**src/rtl/dart_hit_capture.sv**
```systemverilog
// dart_hit_capture
//   Front end for the dart game controller. Synchronises the raw board strobe
//   and coordinate bus, debounces the strobe, and range-checks the coordinates.
//   It then issues one clean dart_come_o pulse per physical hit. Each hit is
//   followed by a lockout window. Capture is suppressed while game_set_i is high.
// Ports
//   clk, reset          rising-edge clock, asynchronous active-low reset
//   board_hit_i         raw sensor strobe (asynchronous to clk)
//   board_x_i/_y_i      raw coordinates, meaningful while the strobe is high
//   game_set_i          game-over flag, synchronous to clk
//   dart_come_o         1-cycle pulse, valid dart accepted
//   dart_position_x/y_o last accepted coordinates, held until the next accept
//   invalid_o           1-cycle pulse, debounced hit was off-board
//   glitch_o            1-cycle pulse, strobe dropped before debounce completed
//   busy_o              FSM not in IDLE
//   dart_count_o        accepted darts since game_set_i, wraps
module dart_hit_capture #(
   parameter int unsigned DEBOUNCE_CYC = 4,
   parameter int unsigned LOCKOUT_CYC  = 8,
   parameter int unsigned MAX_COORD    = 9,
   parameter int unsigned CNT_W        = 8
) (
   input  logic             clk,
   input  logic             reset,
   input  logic             board_hit_i,
   input  logic [3:0]       board_x_i,
   input  logic [3:0]       board_y_i,
   input  logic             game_set_i,
   output logic             dart_come_o,
   output logic [3:0]       dart_position_x_o,
   output logic [3:0]       dart_position_y_o,
   output logic             invalid_o,
   output logic             glitch_o,
   output logic             busy_o,
   output logic [CNT_W-1:0] dart_count_o
);

   typedef enum logic [1:0] {IDLE, DEBOUNCE, EMIT, LOCKOUT} state_t;

   localparam logic [CNT_W-1:0] DB_LAST = CNT_W'(DEBOUNCE_CYC - 1);
   localparam logic [CNT_W-1:0] LO_LAST = CNT_W'(LOCKOUT_CYC - 1);

   state_t           state, state_nxt;
   logic             hit_m, hit_s, hit_s_d;
   logic [3:0]       x_m, x_s, y_m, y_s;
   logic [1:0]       rdy_pipe;
   logic             armed;
   logic [3:0]       x_l, y_l, x_l_nxt, y_l_nxt;
   logic [CNT_W-1:0] cnt, cnt_nxt;
   logic             come_nxt, inv_nxt, glitch_nxt;
   logic             coord_ok;

   // Two-flop synchronisers plus the delayed copy used for edge detection
   always_ff @(posedge clk or negedge reset) begin
      if (!reset) begin
         hit_m   <= 1'b0;
         hit_s   <= 1'b0;
         hit_s_d <= 1'b0;
         x_m     <= '0;
         x_s     <= '0;
         y_m     <= '0;
         y_s     <= '0;
      end else begin
         hit_m   <= board_hit_i;
         hit_s   <= hit_m;
         hit_s_d <= hit_s;
         x_m     <= board_x_i;
         x_s     <= x_m;
         y_m     <= board_y_i;
         y_s     <= y_m;
      end
   end

   // The synchroniser holds reset zeros for two cycles after release. A strobe
   // already high at release would look like a rising edge. Capture is armed
   // only once a genuine post-reset low has been observed on hit_s.
   always_ff @(posedge clk or negedge reset) begin
      if (!reset) begin
         rdy_pipe <= '0;
         armed    <= 1'b0;
      end else begin
         rdy_pipe <= {rdy_pipe[0], 1'b1};
         armed    <= armed | (rdy_pipe[1] & ~hit_s);
      end
   end

   assign coord_ok = (32'(x_l) <= MAX_COORD) && (32'(y_l) <= MAX_COORD);

   always_comb begin
      state_nxt  = state;
      x_l_nxt    = x_l;
      y_l_nxt    = y_l;
      cnt_nxt    = cnt;
      come_nxt   = 1'b0;
      inv_nxt    = 1'b0;
      glitch_nxt = 1'b0;
      case (state)
         IDLE: begin
            if (armed && hit_s && !hit_s_d && !game_set_i) begin
               x_l_nxt   = x_s;
               y_l_nxt   = y_s;
               cnt_nxt   = '0;
               state_nxt = DEBOUNCE;
            end
         end
         DEBOUNCE: begin
            if (game_set_i) begin
               state_nxt = IDLE;
            end else if (!hit_s) begin
               glitch_nxt = 1'b1;
               state_nxt  = IDLE;
            end else if (x_s != x_l || y_s != y_l) begin
               x_l_nxt = x_s;
               y_l_nxt = y_s;
               cnt_nxt = '0;
            end else if (cnt == DB_LAST) begin
               // The result pulse is registered on entry to EMIT, so it is
               // high for exactly the cycle the FSM spends in EMIT.
               come_nxt  = coord_ok;
               inv_nxt   = ~coord_ok;
               state_nxt = EMIT;
            end else begin
               cnt_nxt = cnt + 1'b1;
            end
         end
         EMIT: begin
            cnt_nxt   = '0;
            state_nxt = LOCKOUT;
         end
         LOCKOUT: begin
            if (cnt < LO_LAST)
               cnt_nxt = cnt + 1'b1;
            else if (!hit_s)
               state_nxt = IDLE;
         end
         default: state_nxt = IDLE;
      endcase
   end

   always_ff @(posedge clk or negedge reset) begin
      if (!reset) begin
         state             <= IDLE;
         x_l               <= '0;
         y_l               <= '0;
         cnt               <= '0;
         dart_come_o       <= 1'b0;
         invalid_o         <= 1'b0;
         glitch_o          <= 1'b0;
         busy_o            <= 1'b0;
         dart_position_x_o <= '0;
         dart_position_y_o <= '0;
         dart_count_o      <= '0;
      end else begin
         state       <= state_nxt;
         x_l         <= x_l_nxt;
         y_l         <= y_l_nxt;
         cnt         <= cnt_nxt;
         dart_come_o <= come_nxt;
         invalid_o   <= inv_nxt;
         glitch_o    <= glitch_nxt;
         busy_o      <= (state_nxt != IDLE);
         if (come_nxt) begin
            dart_position_x_o <= x_l;
            dart_position_y_o <= y_l;
         end
         if (game_set_i)
            dart_count_o <= '0;
         else if (come_nxt)
            dart_count_o <= dart_count_o + 1'b1;
      end
   end

endmodule
```
**config.mk**
```make
export PLATFORM = sky130hd
export DESIGN_NAME = dart_hit_capture
export DESIGN_NICKNAME = d
export VERILOG_FILES = /design/src/rtl/dart_hit_capture.sv
export SDC_FILE = /design/constraint.sdc
export NUM_CORES = 1
export LEC_CHECK = 0
export ABC_AREA = 0
export CORE_ASPECT_RATIO = 0.8
export CORE_MARGIN = 2
export CORE_UTILIZATION = 29
export CTS_CLUSTER_DIAMETER = 200
export DETAILED_ROUTE_END_ITERATION = 7
export PLACE_DENSITY = 0.48
export SYNTH_ARGS = -nofsm -noshare
export SYNTH_HDL_FRONTEND = slang
export SYNTH_SLANG_ARGS = --single-unit
```
**constraint.sdc**
```tcl
create_clock -name clk -period 3.2 [get_ports clk]
set_input_delay 0.32 -clock clk [delete_from_list [all_inputs] [get_ports clk]]
set_output_delay 0.32 -clock clk [all_outputs]
set_load 0.02 [all_outputs]
```
## Word level (Yosys, flattened, before mapping)

Index checks and enable logic that the tools add are counted.

- Bitwise operators: 4
- $lt $le $gt $ge: 3
- Reduce and logical (&&, ||, !) cells: 13
- Mux-type cells: 40
- Add/subtract/negate cells: 2
- Equality and inequality tests: 12

Operator list:

| operator | number |
|---|---|
| 2-to-1 mux 8 bit | 8 |
| 2-to-1 mux 4 bit | 8 |
| one-hot mux 8 bit (4 select lines) | 1 |
| adder 8 x 1 -> 8 bit, second input constant | 2 |
| one-hot mux 4 bit (2 select lines) | 2 |
| 2-to-1 mux 2 bit | 7 |
| 2-to-1 mux 1 bit | 13 |
| inequality test 2 bit, second input constant | 5 |
| AND reduction 5 bit | 2 |
| equality test 8 x 2 -> 1 bit, second input constant | 1 |
| less-or-equal comparator 4 bit, second input constant | 2 |
| < comparator 8 x 3 -> 1 bit, second input constant | 1 |
| inequality test 4 bit | 2 |
| one-hot mux 2 bit (4 select lines) | 1 |
| nonzero test 2 bit | 3 |
| equality test 2 bit, second input constant | 2 |
| logical AND 1 bit | 4 |
| inequality test 3 bit, second input constant | 1 |
| equality test 2 x 1 -> 1 bit, second input constant | 1 |
| logical NOT 1 bit | 2 |
| logical NOT 2 bit | 1 |
| inverter 1 bit | 2 |
| bitwise AND 1 bit | 1 |
| logical OR 1 bit | 1 |
| OR 1 bit | 1 |

- Bits in registers: 60
- Bits of input ports: 12
- Word-level logic and storage cells: 94
- Output and inout bits: 20

## Depth between registers and ports, before layout

- Depth after elaboration: 9
- Gate-level depth with buffers: 8
- Depth with buffers taken out: 6

## Worst setup path before layout

No wires, ideal clock.

- Path type: flip-flop to flip-flop
- From: register cnt[0]
- To: register dart_count_o[5]
- Data required time: 3.075 ns
- Arrival: 2.093 ns
- Stages on the path, launching flop included: 8
- Slack: 0.982 ns
- Library setup time: 0.125 ns
- Path through: dfrtp_1 > ha_1 > nor4b_4 > nand4_1 > or4_1 > buf_4 > nor3_1 > mux2_2

- Word-level cells in the longest chain between the ends: 7

RTL lines:

| element | RTL line | source |
|---|---|---|
| from (decl) | 49 | `logic [CNT_W-1:0] cnt, cnt_nxt;` |
| from (signal assigned) | 157 | `cnt <= cnt_nxt;` |
| equality test 8 x 2 -> 1 bit | 116 | `end else if (cnt == DB_LAST) begin` |
| 2-to-1 mux 1 bit | 116 |  |
| 2-to-1 mux 1 bit | 112 | `end else if (x_s != x_l \|\| y_s != y_l) begin` |
| 2-to-1 mux 1 bit | 109 | `end else if (!hit_s) begin` |
| 2-to-1 mux 1 bit | 107 | `if (game_set_i) begin` |
| 2-to-1 mux 1 bit | 97 | `case (state)` |
| nonzero test 2 bit (no source line) | n/a |  |
| to (signal assigned) | 169 | `dart_count_o <= dart_count_o + 1'b1;` |
| to (decl) | 35 | `output logic [CNT_W-1:0] dart_count_o` |

No other way between the ends.
A chain may end at the register's enable or synchronous reset.

## Worst setup path after layout

- From: register cnt[0]
- To: register dart_count_o[7]

Same word-level chain as after synthesis.

==> impl_metrics.py <==
metrics = {
    "outcome": {
        "outcome": "complete, no violations",
    },
    "synth": {
        "ys_seq_elements": 60,
        "syn_avg_cell_area_um2": 12.6,
        "yosys_most_used_dff": "dfrtp_1",
        "yosys_warnings": 0,
        "synth.top_cell.area_share_pct": 61.0,
        "netlist_instances": 196,
        "ys_seq_area_share_pct": 61.0,
        "synth_area_leaders": "dfrtp_1, mux2_2, xnor2_1, a31oi_1, o21ai_0",
        "synth-edff-count": 0,
        "syn_area_mm2": 0.00246,
        "synth_common_cells": "dfrtp_1, mux2_2, a31oi_1, nand2_1, o21ai_0",
        "syn_nets": 210,
        "synth.distinct_cells": 34,
        "async_reset_ff_share_pct": 100,
        "yosysMostFrequentCell": "dfrtp_1",
        "synth_top_cell_by_area": "dfrtp_1",
    },
    "layout": {
        "area_growth_pct": 27.2,
        "layout.nets": 252,
        "final_util_pct": 37.4,
        "antenna_cells": 0,
        "nFillCells": 815,
        "drive_gt1_share_pct": 17.7,
    },
    "placement": {
        "gp_congestion": 0.771,
        "portBuffers": 31,
        "hpwlAfterDp_um": 3240,
    },
    "job": {
        "cap_viol_max_count": 0,
    },
    "timing": {
        "slew_viol_final": 0,
        "rsz0062_at_grt": "false",
        "worstMarginPinSlew_ns": 1.06,
        "post-route-period-util_pct": 80.0,
        "hold_violations": 0,
        "relSlewSlack_pct": 29.0,
        "clock.fmax_ghz": 0.391,
        "clock_skew_ns": 0.00846,
        "fin_crit_ns": 2.56,
        "fin_tns_setup_ns": 0,
        "setup_viol": 0,
        "holdWs_ns": 0.168,
    },
    "clock_network": {
        "path_clk_slew_ns": 0.06,
        "cts_repair_resize_count": 0,
        "cts-root-buf": "clkbuf_8",
        "cts.sinks": 60,
        "clk_latency_ns": 0.34,
        "cts_buffers": 9,
        "htreeDepth": 3,
        "cts_buffer_depth": 2,
        "cts_tree": "built",
        "cts_setup_buffers": 0,
        "cts.hold.buffers_added": 0,
    },
    "die": {
        "die_h_um": 86.4,
        "die_area_mm2": 0.00924,
        "rows": 30,
        "die_w_um": 107,
        "core_mm2": 0.00837,
        "initial_core_util_pct": 29.4,
        "io_pins": 32,
    },
    "global_routing": {
        "antenna_found_initial": 0,
        "gr-total-overflow": 0,
        "grt_use_total_pct": 12.3,
        "grt_pass1_wl_um": 8570,
        "grt_max_degree": 49,
        "grt_pass1_vias": 1635,
    },
    "critical_path": {
        "worst_setup_path_start_kind": "flop",
        "slowest_stage": "or4_1",
        "required_ns": 3.46,
        "arrival_ns": 2.82,
        "worst-path-max-fanout": 12,
        "crit_top_cell": "or4_1",
        "crit_path_end_kind": "flop",
        "worstPathCellList": "ha_1, nor4b_4, nand4_1, or4_1, or4_1, a21oi_1",
        "slowest_delay_ns": 0.72,
        "crit_buf_inv": 0,
        "worstSetupPathType": "reg2reg",
        "critPathTopFamily": "simple AND/OR/NAND/NOR gates",
    },
    "power_and_ir_drop": {
        "ir_worst_vdd_v": 0.000203,
        "cellLeakagePower_uw": 0.00130,
        "powerDensity_mw_per_mm2": 637,
        "power.total_uw": 1990,
    },
    "routing": {
        "postRouteAntennaNets": 0,
        "first_iter_violations": 29,
        "viasPerCell": 4.59,
        "num_vias": 1630,
        "route.detailed.wl_per_inst_um": 13.5,
        "drc": 0,
        "firstDrtPassIters": 4,
        "wl_um": 4800,
    },
    "hold_path": {
        "hold_path.class": "in2async",
    },
}
-- final timing paths --
check | start | endpoint | slack [ns] | depth (start not counted)
min in group clk | rdy_pipe[0] | rdy_pipe[1] | 0.35 | 0
worst max register to register | cnt[0] | dart_count_o[7] | 0.64 | 6
max in group asynchronous | reset | y_s[0] | 2.24 | 2
worst min-delay path | reset | rdy_pipe[0] | 0.17 | 1
worst max-delay path | cnt[0] | dart_count_o[7] | 0.64 | 6
worst min register to register | rdy_pipe[0] | rdy_pipe[1] | 0.35 | 0
-- layout make-up --
type / instances / area [um2] / share of cell area [%]
sequential: 60 / 1500 / 47.9
clock inverter: 4 / 72.6 / 2.32
tap: 112 / 140 / 4.47
timing repair buffer: 35 / 335 / 10.7
inverter: 4 / 15.0 / 0.479
multi-input combinational: 128 / 922 / 29.4
clock buffer: 12 / 145 / 4.63
-- per-stage QoR --
stage	cell area (um2)	std cells	setup WS, ns
floorplan	2460	196	0.982
global placement	2910	339	0.607
detailed placement	2910	339	0.602
CTS	3130	355	0.631
global route	3130	355	0.448
finish	3130	355	0.640
-- logic make-up after synthesis --
family / Yosys count / share of synthesized area [%]
compound gates: 35 / 8.79
xor+xnor: 8 / 2.85
fa+ha+maj: 2 / 1.02
buf+inv: 8 / 1.52
flops: 60 / 61.0
mux: 21 / 9.56
other cells: 1 / 0.152
simple gates: 61 / 15.1
-- placed cells by master (no fill, tap or decap), drive strengths merged, types with 6 or more instances in the layout --
master	instances
a31oi	10
clkbuf	12
clkdlybuf4s50	30
dfrtp	60
mux2	20
nand2	10
nand3	9
nand3b	6
nor3	8
o21ai	10
xnor2	8
-- routing by layer --
| metal | vias to the layer above | part of all wire, % | global-route usage, % |
|---|---|---|---|
| li1 | 796 | - | - |
| met1 | 790 | 54 | 17.2 |
| met2 | 37 | 39 | 16.5 |
| met3 | 7 | 5.8 | 5.86 |
| met4 | 0 | 1.5 | 4.25 |
| met5 | - | 0 | 0 |
-- sequential cells by signal, indices dropped and copies added, names as in the netlist, 2 cells and up --
| register | cells |
|---|---|
| y_s | 4 |
| rdy_pipe | 2 |
| cnt | 8 |
| state | 2 |
| x_s | 4 |
| x_m | 4 |
| y_m | 4 |
| dart_position_x_o | 4 |
| y_l | 4 |
| dart_position_y_o | 4 |
| x_l | 4 |
| dart_count_o | 8 |
-- worst reg2reg max path: stages, from the launching register on --
cell and delay (ns):
dfrtp_1 0.39, ha_1 0.25, nor4b_4 0.30, nand4_1 0.12, or4_1 0.72, or4_1 0.57, a21oi_1 0.15
-- where the power goes --
group          leakage (uW)  internal, uW  switching (uW)
registers          0.000760           843            93.8
logic              0.000432           146             166
clock network      0.000107           459             287
(Power assumes the default switching activity.)
